### src/rtl/bp_pkg.sv
// Shared definitions for the local-history branch predictor: widths, counter
// constants and the 2-bit saturating counter update rule.
package bp_pkg;

   localparam int unsigned PC_BITS   = 10;
   localparam int unsigned HIST_BITS = 3;
   localparam int unsigned CTR_BITS  = 2;

   localparam logic [CTR_BITS-1:0] CTR_WEAK_NT = 2'b01;
   localparam logic [CTR_BITS-1:0] CTR_WEAK_T  = 2'b10;
   localparam logic [CTR_BITS-1:0] CTR_MAX     = '1;

   // Move one step toward the outcome, holding at either end.
   function automatic logic [CTR_BITS-1:0] sat_update(input logic [CTR_BITS-1:0] ctr,
                                                      input logic                taken);
      logic [CTR_BITS-1:0] r;
      r = ctr;
      if (taken && (ctr != CTR_MAX)) begin
         r = ctr + CTR_BITS'(1);
      end else if (!taken && (ctr != '0)) begin
         r = ctr - CTR_BITS'(1);
      end
      return r;
   endfunction

endpackage

### src/rtl/sat_counter.sv
// One pattern-table entry. Exposes its next value so a same-cycle lookup can
// see the post-update counter.
module sat_counter
   import bp_pkg::*;
(
   input  logic                clk,
   input  logic                rst,
   input  logic                we,
   input  logic                init,
   input  logic [CTR_BITS-1:0] init_val,
   input  logic                taken,
   output logic [CTR_BITS-1:0] ctr_next_c
);

   logic [CTR_BITS-1:0] ctr_q;
   logic [CTR_BITS-1:0] ctr_d;

   always_comb begin
      ctr_d = ctr_q;
      if (we) begin
         ctr_d = init ? init_val : sat_update(ctr_q, taken);
      end
   end

   assign ctr_next_c = ctr_d;

   always_ff @(posedge clk) begin
      if (rst) begin
         ctr_q <= CTR_WEAK_NT;
      end else begin
         ctr_q <= ctr_d;
      end
   end

endmodule

### src/rtl/branch_pattern_table.sv
// Second-level pattern table of the local-history predictor: registered
// prediction from {pc, history}, counter training, and mispredict/lookup stats.
module branch_pattern_table
   import bp_pkg::*;
#(
   parameter int unsigned PC_IDX_BITS = 2,
   parameter int unsigned STAT_WIDTH  = 16
) (
   input  logic                  clk,
   input  logic                  rst,
   input  logic                  pred_req,
   input  logic [PC_BITS-1:0]    pred_pc,
   input  logic [HIST_BITS-1:0]  read_history,
   input  logic                  read_hit,
   output logic                  pred_valid,
   output logic                  pred_taken,
   output logic                  pred_from_table,
   input  logic                  upd_valid,
   input  logic [PC_BITS-1:0]    upd_pc,
   input  logic [HIST_BITS-1:0]  upd_history,
   input  logic                  upd_evict,
   input  logic                  upd_taken,
   input  logic                  upd_pred_taken,
   output logic                  mispredict,
   output logic [STAT_WIDTH-1:0] mispredict_count,
   output logic [STAT_WIDTH-1:0] lookup_count
);

   localparam int unsigned IDX_W   = PC_IDX_BITS + HIST_BITS;
   localparam int unsigned ENTRIES = 1 << IDX_W;

   logic [IDX_W-1:0]    lkp_idx;
   logic [IDX_W-1:0]    upd_idx;
   logic [CTR_BITS-1:0] evict_val;
   logic [CTR_BITS-1:0] ctr_next [ENTRIES];
   logic [CTR_BITS-1:0] lkp_ctr;
   logic                mp_event;
   logic                unused_pc_bits;

   assign lkp_idx   = {pred_pc[PC_IDX_BITS-1:0], read_history};
   assign upd_idx   = {upd_pc[PC_IDX_BITS-1:0], upd_history};
   assign evict_val = upd_taken ? CTR_WEAK_T : CTR_WEAK_NT;
   assign unused_pc_bits = ^{pred_pc[PC_BITS-1:PC_IDX_BITS], upd_pc[PC_BITS-1:PC_IDX_BITS]};

   // Counter array; evict re-seeds an entry weakly in the outcome direction.
   for (genvar i = 0; i < ENTRIES; i++) begin : gen_ctr
      sat_counter u_ctr (
         .clk        (clk),
         .rst        (rst),
         .we         (upd_valid && (upd_idx == IDX_W'(i))),
         .init       (upd_evict),
         .init_val   (evict_val),
         .taken      (upd_taken),
         .ctr_next_c (ctr_next[i])
      );
   end

   // Reading the next value gives write-first behaviour on an index collision.
   assign lkp_ctr  = ctr_next[lkp_idx];
   assign mp_event = upd_valid && (upd_taken != upd_pred_taken);

   logic                  pred_valid_q, pred_valid_d;
   logic                  pred_taken_q, pred_taken_d;
   logic                  pred_from_table_q, pred_from_table_d;
   logic                  mispredict_q, mispredict_d;
   logic [STAT_WIDTH-1:0] mispredict_count_q, mispredict_count_d;
   logic [STAT_WIDTH-1:0] lookup_count_q, lookup_count_d;

   always_comb begin
      pred_valid_d       = 1'b0;
      pred_taken_d       = pred_taken_q;
      pred_from_table_d  = pred_from_table_q;
      mispredict_d       = mp_event;
      mispredict_count_d = mispredict_count_q;
      lookup_count_d     = lookup_count_q;

      if (pred_req) begin
         pred_valid_d      = 1'b1;
         pred_taken_d      = read_hit && lkp_ctr[CTR_BITS-1];
         pred_from_table_d = read_hit;
         if (lookup_count_q != '1) begin
            lookup_count_d = lookup_count_q + STAT_WIDTH'(1);
         end
      end

      if (mp_event && (mispredict_count_q != '1)) begin
         mispredict_count_d = mispredict_count_q + STAT_WIDTH'(1);
      end
   end

   always_ff @(posedge clk) begin
      if (rst) begin
         pred_valid_q       <= 1'b0;
         pred_taken_q       <= 1'b0;
         pred_from_table_q  <= 1'b0;
         mispredict_q       <= 1'b0;
         mispredict_count_q <= '0;
         lookup_count_q     <= '0;
      end else begin
         pred_valid_q       <= pred_valid_d;
         pred_taken_q       <= pred_taken_d;
         pred_from_table_q  <= pred_from_table_d;
         mispredict_q       <= mispredict_d;
         mispredict_count_q <= mispredict_count_d;
         lookup_count_q     <= lookup_count_d;
      end
   end

   assign pred_valid       = pred_valid_q;
   assign pred_taken       = pred_taken_q;
   assign pred_from_table  = pred_from_table_q;
   assign mispredict       = mispredict_q;
   assign mispredict_count = mispredict_count_q;
   assign lookup_count     = lookup_count_q;

endmodule

### config.mk
export PLATFORM = sky130hd
export DESIGN_NAME = branch_pattern_table
export DESIGN_NICKNAME = d
export VERILOG_FILES = /design/src/rtl/bp_pkg.sv /design/src/rtl/sat_counter.sv /design/src/rtl/branch_pattern_table.sv
export SDC_FILE = /design/constraint.sdc
export NUM_CORES = 1
export LEC_CHECK = 0
export BUFFER_PORTS_ARGS = -buffer_cell sky130_fd_sc_hd__clkbuf_2
export CAP_MARGIN = 15
export CORE_ASPECT_RATIO = 1.4
export CORE_MARGIN = 3
export CORE_UTILIZATION = 65
export DETAILED_ROUTE_END_ITERATION = 10
export PLACE_DENSITY_LB_ADDON = 0.15
export SYNTH_ARGS = -nofsm -noshare
export SYNTH_HDL_FRONTEND = slang
export SYNTH_SLANG_ARGS = --single-unit
### constraint.sdc
create_clock -name clk -period 3.7 [get_ports clk]
set_input_delay 0.555 -clock clk [delete_from_list [all_inputs] [get_ports clk]]
set_output_delay 0.555 -clock clk [all_outputs]
set_load 0.01 [all_outputs]
==> impl_metrics.tcl <==
set metrics [dict create \
    outcome "complete, no violations" \
    grt_max_degree 52 \
    n_antenna_cell 0 \
    cp.arrival_ns 2.88 \
    p_leak_nw 3.21 \
    synth_top_family_by_area "compound AO/OA/AOI/OAI gates" \
    layout_commonest_cell "nor2_1" \
    p_switching_w 0.000633 \
    clk_latency_ns 0.35 \
    cts-buffers-inserted 9 \
    slew_viol_final 0 \
    dpl-instance-area_um2 7410 \
    gp_congestion 0.938 \
    ys_ff_latch 100 \
    dp.cells 1061 \
    reg2regPathDepth 9 \
    cp_data_required_time_ns 3.88 \
    synthSimpleGateAreaFrac_pct 19.6 \
    synth_nets 1008 \
    synthAdderAreaFrac_pct 13.1 \
    synth_mux_area_share_pct 3.30 \
    finalCritPeriodShare_pct 73.0 \
    ys.flop_type "dfxtp_1" \
    synthToLayoutAreaGrowth_pct 9.32 \
    antenna_found_initial 0 \
    die_w_um 94.0 \
    syn-cell-area_um2 7050 \
    p_clk_share_pct 41.1 \
    final_cell_mix "nor2_1, dfxtp_1, inv_1" \
    cts_tree "yes" \
    clk_path_buf_depth 2 \
    synth-async-reset-ratio_pct 0 \
    crit_type "input pin to flip-flop" \
    syn_area_per_cell_um2 7.83 \
    p_int_w 0.00172 \
    fmax_mhz 370 \
    viasPerCell 6.44 \
    finalWirelength_um 18700 \
    synth_edf_count 0 \
    instances_no_fill 1077 \
    ant_nets 0 \
    clock_tree.root_cell "clkbuf_16" \
    drt_iter0_drc 539 \
    holdBufCountCts 0 \
    cap_violations 0 \
    nets 1042 \
    grt_usage_pct 31.3 \
    fin_setup_tns_ns 0 \
    htree_levels 3 \
    rsz0062_at_grt "false" \
    grt_pass1_wl_um 31200 \
    hpwl_um 13400 \
    setup_viol 0 \
    clkSinkCount 100 \
    cts_resized 0 \
    core_um2 10500 \
    sequentialPowerShare_pct 46.8 \
    row_count 44 \
    min_path_cells 3 \
    final-hold-violation-count 0 \
    fin_crit_ns 2.70 \
    synth_cells 900 \
    ys.warnings.count 0 \
    gr-total-overflow 0 \
    ys_seq_area_share_pct 28.4 \
    die_area_um2 12200 \
    synth_xor_area_share_pct 3.11 \
    drive_gt1_share_pct 10.1 \
    first_global_vias 6804 \
    synth_compound_area_share_pct 24.8 \
    critPathCaptureType "flip-flop" \
    hold_path_class "input pin to flip-flop" \
    avgRoutedWirePerCell_um 17.4 \
    utilization_pct 73.7 \
    worst_pin_slew_ns 0.889 \
    drtPass1Iterations 6 \
    slew_headroom_pct 40.7 \
    vdd.ir_drop.worst_mv 0.286 \
    final_area_um2 7710 \
    portBuffers 53 \
    io_pins 70 \
    die_height_um 129 \
    ys_types 63 \
    powerDensity_nw_per_um2 305 \
    p_sw_share_pct 26.9 \
    cp_max_fo 17 \
    postCtsSetupBuffers 0 \
    startpoint_type "input pin" \
    finClkSkew_ns 0.00660 \
    dr_total_vias 6938 \
    total_power_w 0.00235 \
    power_frac_comb_pct 12.0 \
    drc 0 \
    path_clk_slew_ns 0.07 \
    start_util_pct 67.4 \
]
cells by family after synthesis:
family,after synthesis
adder cells (fa/ha/maj),74
multiplexers,23
flip-flops,100
AND/OR/NAND/NOR,277
XOR/XNOR,25
buffers and inverters,132
AO/OA/AOI/OAI,269
worst paths after layout:
path | start | end | slack, ns
max reg2reg | gen_ctr[1].u_ctr.ctr_q[1] | pred_taken | 1.26
min reg2reg | pred_from_table | pred_from_table | 0.51
max | upd_taken | pred_taken | 1.0
min | read_hit | pred_from_table | 0.46
cell type report:
class / instances / area (um2)
clock buffers: 10 / 229
clock inverters: 6 / 71.3
fillers: 836 / 2750
inverters: 86 / 323
multi-input cells: 668 / 4510
flip-flops and latches: 100 / 2000
well taps: 138 / 173
repair buffers: 69 / 398
stage by stage:
| step | worst slack (ns) | hold slack [ns] |
|---|---|---|
| 2_1_floorplan | 1.41 | 0.466 |
| 3_3_place_gp | 0.829 | 0.476 |
| 3_5_place_dp | 0.726 | 0.500 |
| 4_1_cts | 1.06 | 0.466 |
| 5_1_grt | 0.899 | 0.502 |
| 6_report | 1.00 | 0.463 |
power groups by stage:
stage               logic [W]  registers (W)  clock network [W]
detailed placement   0.000275        0.00113                  0
finish               0.000283        0.00110           0.000968
global route         0.000310        0.00110            0.00101
global placement     0.000265        0.00113                  0
CTS                  0.000277        0.00110           0.000975
floorplan            0.000193        0.00113                  0
layer usage:
metal	GRT usage [%]	part of all wire (%)	up-vias
met1	35.8	38	3259
met3	5.23	7.2	86
met2	54.9	50	327
li1	-	-	3266
met5	0	0	-
met4	17.2	5.0	0
cell usage after synthesis, drive strengths merged (3+ instances only):
master  number  share of area (%)
nor2       105                5.6
dfxtp      100                 28
inv         86                4.6
a21oi       80                5.7
ha          74                 13
o21ai       58                4.1
nand2       49                2.6
nand2b      33                2.9
o22ai       29                2.6
clkbuf      24                1.3
buf         22                1.7
mux2i       21                3.0
nor3        20                1.4
xor2        18                2.2
a221o       17                2.4
a31oi       16                1.5
nor2b       14                1.2
o32ai       12                1.5
or3         11               0.98
nand3       10               0.71
o21a         9               0.96
nand4        7               0.62
o211ai       7               0.75
xnor2        7               0.87
o32a         6               0.85
and3         5               0.44
o311ai       5               0.62
a211o        4               0.50
a211oi       4               0.43
a22oi        4               0.43
o221ai       4               0.50
o22a         4               0.50
and2         3               0.27
and4         3               0.37
and4bb       3               0.59
nand4b       3               0.37
worst max-delay path, cell delays in order:
cell and delay (ns):
clkbuf_2 0.32, buf_4 0.32, mux2i_1 0.30, o22ai_1 0.12, a221oi_1 0.50, o221ai_1 0.21
a311o_1 0.31, o311ai_1 0.09, o32ai_1 0.15
(Power assumes the default switching activity.)
